==> src/rtl/imul_issue_arb.sv <==
`default_nettype none
`timescale 1ns/1ps
// ============================================================================
// Module   : imul_issue_arb
// Purpose  : Round-robin issue arbiter for a shared multiplier. Short ops are
//            tracked by a tag shadow pipeline, and long (decimal/table) ops by
//            a busy counter. Both feed a single registered writeback port.
// Revision : 1.0 - initial release
// ============================================================================
module imul_issue_arb #(
  parameter int NREQ    = 3,
  parameter int TAG_W   = 9,
  parameter int LAT     = 3,
  parameter int DEC_LAT = 8
) (
  input  logic                  clk,
  input  logic                  rst,
  input  logic [NREQ-1:0]       req_vld,
  output logic [NREQ-1:0]       req_rdy,
  input  logic [NREQ*13-1:0]    req_op,
  input  logic [NREQ*3-1:0]     req_rmode,
  input  logic [NREQ*4-1:0]     req_attr,
  input  logic [NREQ-1:0]       req_long,
  input  logic [NREQ*TAG_W-1:0] req_tag,
  input  logic                  wb_stall,
  input  logic                  flush,
  output logic                  mul_en,
  output logic                  mul_clkEn,
  output logic [12:0]           mul_op,
  output logic [2:0]            mul_rmode,
  output logic [3:0]            mul_attr,
  output logic [1:0]            mul_sel,
  output logic                  wb_valid,
  output logic [TAG_W-1:0]      wb_tag,
  output logic                  wb_long,
  output logic                  busy
);

  localparam logic [0:0] RUN      = 1'b0;
  localparam logic [0:0] DEC_BUSY = 1'b1;

  localparam int               CNT_W    = (DEC_LAT > 2) ? $clog2(DEC_LAT) : 1;
  localparam logic [CNT_W-1:0] CNT_LOAD = CNT_W'(DEC_LAT - 1);
  // All shadow stages except the last one; the last stage drains at any
  // non-stalled edge, so a long op may issue alongside that drain.
  localparam logic [LAT-1:0]   EARLY_MASK = {LAT{1'b1}} >> 1;

  logic [0:0]       state;
  logic [CNT_W-1:0] cnt;
  logic [TAG_W-1:0] dec_tag;
  logic [1:0]       rr;
  logic [LAT-1:0]   sh_vld;
  logic [TAG_W-1:0] sh_tag [LAT];

  logic             dec_done;
  logic             allow;
  logic             long_ok;
  logic [3:0]       elig;
  logic             found;
  logic [1:0]       gnt_idx;
  logic [1:0]       rr_nxt;
  logic             hs;
  int               cand;
  logic [12:0]      sel_op;
  logic [2:0]       sel_rmode;
  logic [3:0]       sel_attr;
  logic             sel_long;
  logic [TAG_W-1:0] sel_tag;

  // Global grant qualification: long unit finishing, stall, flush, reset.
  always_comb begin
    dec_done = (state == DEC_BUSY) && (cnt == '0) && !wb_stall;
    allow    = rst && !wb_stall && !flush && ((state == RUN) || dec_done);
    long_ok  = ~|(sh_vld & EARLY_MASK);
  end

  // Per-requester eligibility; long ops skip while short ops are in flight.
  always_comb begin
    elig = '0;
    for (int i = 0; i < NREQ; i++) begin
      elig[i] = req_vld[i] && (!req_long[i] || long_ok);
    end
  end

  // Round-robin search starting at rr, wrapping modulo NREQ.
  always_comb begin
    found   = 1'b0;
    gnt_idx = '0;
    cand    = 0;
    for (int k = 0; k < NREQ; k++) begin
      cand = int'(rr) + k;
      if (cand >= NREQ) cand = cand - NREQ;
      if (!found && elig[2'(cand)]) begin
        found   = 1'b1;
        gnt_idx = 2'(cand);
      end
    end
  end

  // One-hot grant and operand mux for the winning requester.
  always_comb begin
    req_rdy   = '0;
    sel_op    = '0;
    sel_rmode = '0;
    sel_attr  = '0;
    sel_long  = 1'b0;
    sel_tag   = '0;
    for (int i = 0; i < NREQ; i++) begin
      if (gnt_idx == 2'(i)) begin
        req_rdy[i] = allow && found;
        sel_op     = req_op[i*13 +: 13];
        sel_rmode  = req_rmode[i*3 +: 3];
        sel_attr   = req_attr[i*4 +: 4];
        sel_long   = req_long[i];
        sel_tag    = req_tag[i*TAG_W +: TAG_W];
      end
    end
    hs     = |req_rdy;
    rr_nxt = (gnt_idx == 2'(NREQ - 1)) ? 2'd0 : gnt_idx + 2'd1;
  end

  assign mul_clkEn = ~wb_stall;
  assign busy      = (|sh_vld) || (state == DEC_BUSY);

  // Round-robin pointer moves past the granted requester.
  always_ff @(posedge clk or negedge rst) begin
    if (!rst)    rr <= '0;
    else if (hs) rr <= rr_nxt;
  end

  // Multiplier issue registers; enable pulses once per handshake.
  always_ff @(posedge clk or negedge rst) begin
    if (!rst) begin
      mul_en    <= 1'b0;
      mul_op    <= '0;
      mul_rmode <= '0;
      mul_attr  <= '0;
      mul_sel   <= '0;
    end else begin
      mul_en <= hs;
      if (hs) begin
        mul_op    <= sel_op;
        mul_rmode <= sel_rmode;
        mul_attr  <= sel_attr;
        mul_sel   <= gnt_idx;
      end
    end
  end

  // Short-op shadow pipeline, frozen by writeback stall.
  always_ff @(posedge clk or negedge rst) begin
    if (!rst) begin
      sh_vld <= '0;
      for (int s = 0; s < LAT; s++) sh_tag[s] <= '0;
    end else if (flush) begin
      sh_vld <= '0;
    end else if (!wb_stall) begin
      sh_vld[0] <= hs && !sel_long;
      sh_tag[0] <= sel_tag;
      for (int s = 1; s < LAT; s++) begin
        sh_vld[s] <= sh_vld[s-1];
        sh_tag[s] <= sh_tag[s-1];
      end
    end
  end

  // Long-unit state machine and latency counter.
  always_ff @(posedge clk or negedge rst) begin
    if (!rst) begin
      state   <= RUN;
      cnt     <= '0;
      dec_tag <= '0;
    end else if (flush) begin
      state <= RUN;
      cnt   <= '0;
    end else if (hs && sel_long) begin
      state   <= DEC_BUSY;
      cnt     <= CNT_LOAD;
      dec_tag <= sel_tag;
    end else if ((state == DEC_BUSY) && !wb_stall) begin
      if (cnt == '0) state <= RUN;
      else           cnt   <= cnt - 1'b1;
    end
  end

  // Writeback register merging short and long completions.
  always_ff @(posedge clk or negedge rst) begin
    if (!rst) begin
      wb_valid <= 1'b0;
      wb_tag   <= '0;
      wb_long  <= 1'b0;
    end else if (flush) begin
      wb_valid <= 1'b0;
      wb_tag   <= '0;
      wb_long  <= 1'b0;
    end else if (!wb_stall) begin
      wb_valid <= sh_vld[LAT-1] || dec_done;
      wb_long  <= dec_done;
      if (dec_done)           wb_tag <= dec_tag;
      else if (sh_vld[LAT-1]) wb_tag <= sh_tag[LAT-1];
      else                    wb_tag <= '0;
    end
  end

endmodule
`default_nettype wire

==> config.mk <==
export PLATFORM = sky130hd
export DESIGN_NAME = imul_issue_arb
export DESIGN_NICKNAME = d
export VERILOG_FILES = /design/src/rtl/imul_issue_arb.sv
export SDC_FILE = /design/constraint.sdc
export NUM_CORES = 1
export LEC_CHECK = 0
export BUFFER_PORTS_ARGS = -buffer_cell sky130_fd_sc_hd__buf_2
export CORE_MARGIN = 4
export CORE_UTILIZATION = 51
export CTS_CLUSTER_DIAMETER = 200
export DETAILED_ROUTE_END_ITERATION = 12
export PLACE_DENSITY = 0.81
export SKIP_CTS_REPAIR_TIMING = 1
export SLEW_MARGIN = 30
export SYNTH_ARGS = -nofsm -noshare
export SYNTH_HDL_FRONTEND = slang
export SYNTH_SLANG_ARGS = --single-unit
==> constraint.sdc <==
create_clock -name clk -period 3.1 [get_ports clk]
set_input_delay 0.62 -clock clk [delete_from_list [all_inputs] [get_ports clk]]
set_output_delay 0.62 -clock clk [all_outputs]
set_load 0.02 [all_outputs]
==> summary.md <==
| Metric | Value |
|---|---|
| DR vias | `3,615` |
| Total GRT Usage | `0.229` |
| Dpl ws | `0.242 ns` |
| Initial DRT Pass Iterations | `5` |
| Final Non-Filler Cells | `635` |
| Pint | `2870 uW` |
| Vias per inst | `5.69` |
| Worst-path fanout max | `9` |
| Diode count | `0` |
| Max cap viols | `0` |
| Final hold vios | `0` |
| Crit path DAT | `2.40 ns` |
| Worst vdd ir | `0.497 mV` |
| Vias in the first global route | `3,609` |
| Number of routed nets with antenna violations | `0` |
| Sequential Power Share | `0.355` |
| Grt total ovfl | `0` |
| Post-Synth Adder-Cell Area | `0.0154` |
| Die area | `0.00943 mm2` |
| Clock power share | `0.168` |
| Starting DRT DRC Count | `222` |
| Area of the multi-input gates | `0.00194 mm2` |
| CORE AREA | `0.00773 mm2` |
| Mux share of post-synthesis cell area | `0.160` |
| Final setup viols | `0` |
| Register area | `0.00198 mm2` |
| Post-DP HPWL | `8030 um` |
| Synth Area in Compound Gates | `0.165` |
| Min Tclk post-route | `3.02 ns` |
| Drt drc | `0` |
| YS warnings | `0` |
| Die height | `97.1 um` |
| Share of layout cells above drive strength 1 | `0.426` |
| Post-synth cell types | `46` |
| Post-Synthesis Cells | `389` |
| Initial antenna violation count | `0` |
| Insertion delay to the later sink of the worst-skew pair | `0.35 ns` |
| Global-route wire length before repair | `17,500 um` |
| Setup TNS | `0 ns` |
| Register area share after synthesis | `0.488` |
| Largest net degree at the start of global routing | `80` |
| Hold WC Path Type | `primary input to async pin` |
| Final worst setup slack | `0.0837 ns` |
| WP data required | `2.48 ns` |
| Cell Area, Synth | `0.00405 mm2` |
| Port bufs | `135` |
| I/O Pins | `136` |
| CP endpoint kind | `output port` |
| Number of synthesized register bits | `79` |
| Post-synth net total | `491` |
| Total number of H-tree levels | `3` |
| CTS buffer count | `9` |
| Clock transition at path regs | `0.08 ns` |
| GPL Wtd Cong | `0.938` |
| Slew HR | `0.422` |
| Die X-Extent | `97.1 um` |
| Area Overhead vs Synth | `26.9%` |
| Worst-margin pin slew | `0.866 ns` |
| Largest family of logic cells by synthesized area | `compound AO/OA/AOI/OAI gates` |
| Max Freq | `332 MHz` |
| Kind of critical path | `register to output port` |
| Inst Count DP | `614` |
| Leak Pwr | `0.00238 uW` |
| Most frequent cells in the layout | `buf_2 (131), dfrtp_1 (79), nor2_1 (42)` |
| Crit. Startpoint | `rr[0]` |
| Initial Util | `0.524` |
| CTS Sinks | `79` |
| Clock root cell | `clkbuf_8` |
| Detailed-route wire length | `10,800 um` |
| P_sw | `1890 uW` |
| CP Launch Type | `register` |
| Most common cell after layout, fill and taps aside | `buf_2` |
| Fillers | `611` |
| # nets final | `630` |
| Per-cell routed wire length | `17.0 um` |
| TritonCTS clock tree | `yes` |
| Logic pwr share | `0.477` |
| Primary FF master, synth | `dfrtp_1` |
| Simple-gate area share of the yosys netlist | `0.128` |
| XOR/XNOR Fraction of Synth Area | `0.00216` |
| Sw Share | `0.397` |
| Avg Cell Area, Syn | `10.4 um2` |
| Row cnt | `32` |
| Async set-or-reset flop fraction in the synthesized netlist | `1.00` |
| Pwr Density | `926 mW/mm2` |
| Status | `finished, final reports clean` |
| Worst r2r src | `rr[0]` |
| Clk_skew | `0.0103 ns` |
| Clock buffer depth | `2` |
| Final worst path period share | `0.973` |
| Max Slew Vio Count | `0` |
| Number of synthesized flops with an enable pin | `0` |
==> metal layers <==
| layer | share of wire | wire length, um | global-route usage |
|---|---|---|---|
| met4 | 0.030 | 321 | 0.0799 |
| met1 | 0.40 | 4350 | 0.284 |
| met5 | 0 | 0 | 0 |
| met2 | 0.51 | 5520 | 0.394 |
| met3 | 0.055 | 598 | 0.0524 |
==> worst max-delay path: stages (launching register included) <==
cell and delay [ns]:
dfrtp_1 0.41, inv_2 0.10, ha_4 0.23, and2_1 0.14, a32oi_1 0.18, o22ai_2 0.12, or3_1 0.37, nand4_1 0.12
buf_6 0.16, nor3_2 0.06, buf_4 0.17
==> cells by family (layout without fill, tap and decap cells) <==
family                   after synthesis  in the layout
XOR/XNOR                               1              1
AO/OA/AOI/OAI                         97             97
AND/OR/NAND/NOR                      114            114
buffers and inverters                 35            179
flip-flops                            79             79
multiplexers                          58             58
adder cells (fa/ha/maj)                5              5
==> cell usage after synthesis, drive strengths merged (2+ instances only) <==
cell type	n	area, um2
a211oi	19	143
a21o	4	30.0
a21oi	34	170
a221oi	2	17.5
a31oi	9	56.3
a32oi	3	26.3
and2	3	18.8
buf	12	83.8
clkbuf	16	61.3
dfrtp	79	1980
ha	5	62.6
inv	7	26.3
mux2	36	428
mux2i	22	220
nand2	19	71.3
nand3	11	55.1
nand3b	2	15.0
nor2	46	178
nor2b	4	25.0
nor3	24	120
o21ai	16	95.1
o22ai	2	18.8
o32ai	2	25.0
==> flip-flops by register name (all words and copies together), names as in the netlist <==
signal,count
sh_tag,27
mul_op,13
dec_tag,9
wb_tag,9
mul_attr,4
cnt,3
mul_rmode,3
sh_vld,3
mul_sel,2
rr,2
mul_en,1
state,1
wb_long,1
wb_valid,1
==> power by group through the flow <==
stage          clock network (uW)  logic, uW  registers [uW]
6_report                      801       2270            1690
5_1_grt                       861       2460            1740
4_1_cts                       816       2140            1680
3_5_place_dp                    0       2130            1700
3_3_place_gp                    0       2060            1670
2_1_floorplan                   0       1350            1820
==> path summary, 6_finish.rpt <==
check / to / slack, ns / cells past startpoint
setup reg to reg: mul_op[0] / 0.37 / 10
setup / recovery: req_rdy[0] / 0.08 / 10
hold / removal: wb_long / 0.42 / 2
max in group asynchronous: dec_tag[7] / 2.21 / 2
hold reg to reg: mul_sel[0] / 0.48 / 1
min in group clk: mul_sel[0] / 0.48 / 1
==> area by class of cell <==
class,instances,share of cell area
Timing Repair Buffer,156,0.165
Tap cell,102,0.0248
Sequential cell,79,0.385
Clock buffer,12,0.0321
Multi-Input combinational cell,275,0.378
Inverter,7,0.00511
Clock inverter,4,0.00998
==> through the flow <==
| stage | power [uW] | instance area (um2) | utilization | hold slack [ns] |
|---|---|---|---|---|
| floorplan | 3160 | 4050 | - | 0.324 |
| detailed placement | 3830 | 4830 | 0.626 | 0.464 |
| finish | 4760 | 5140 | 0.665 | 0.419 |
| global route | 5060 | 5140 | 0.665 | 0.473 |
| CTS | 4640 | 5050 | 0.654 | 0.486 |
| global placement | 3720 | 4830 | 0.626 | 0.461 |
Note: power is estimated with default switching activity, not from simulation.
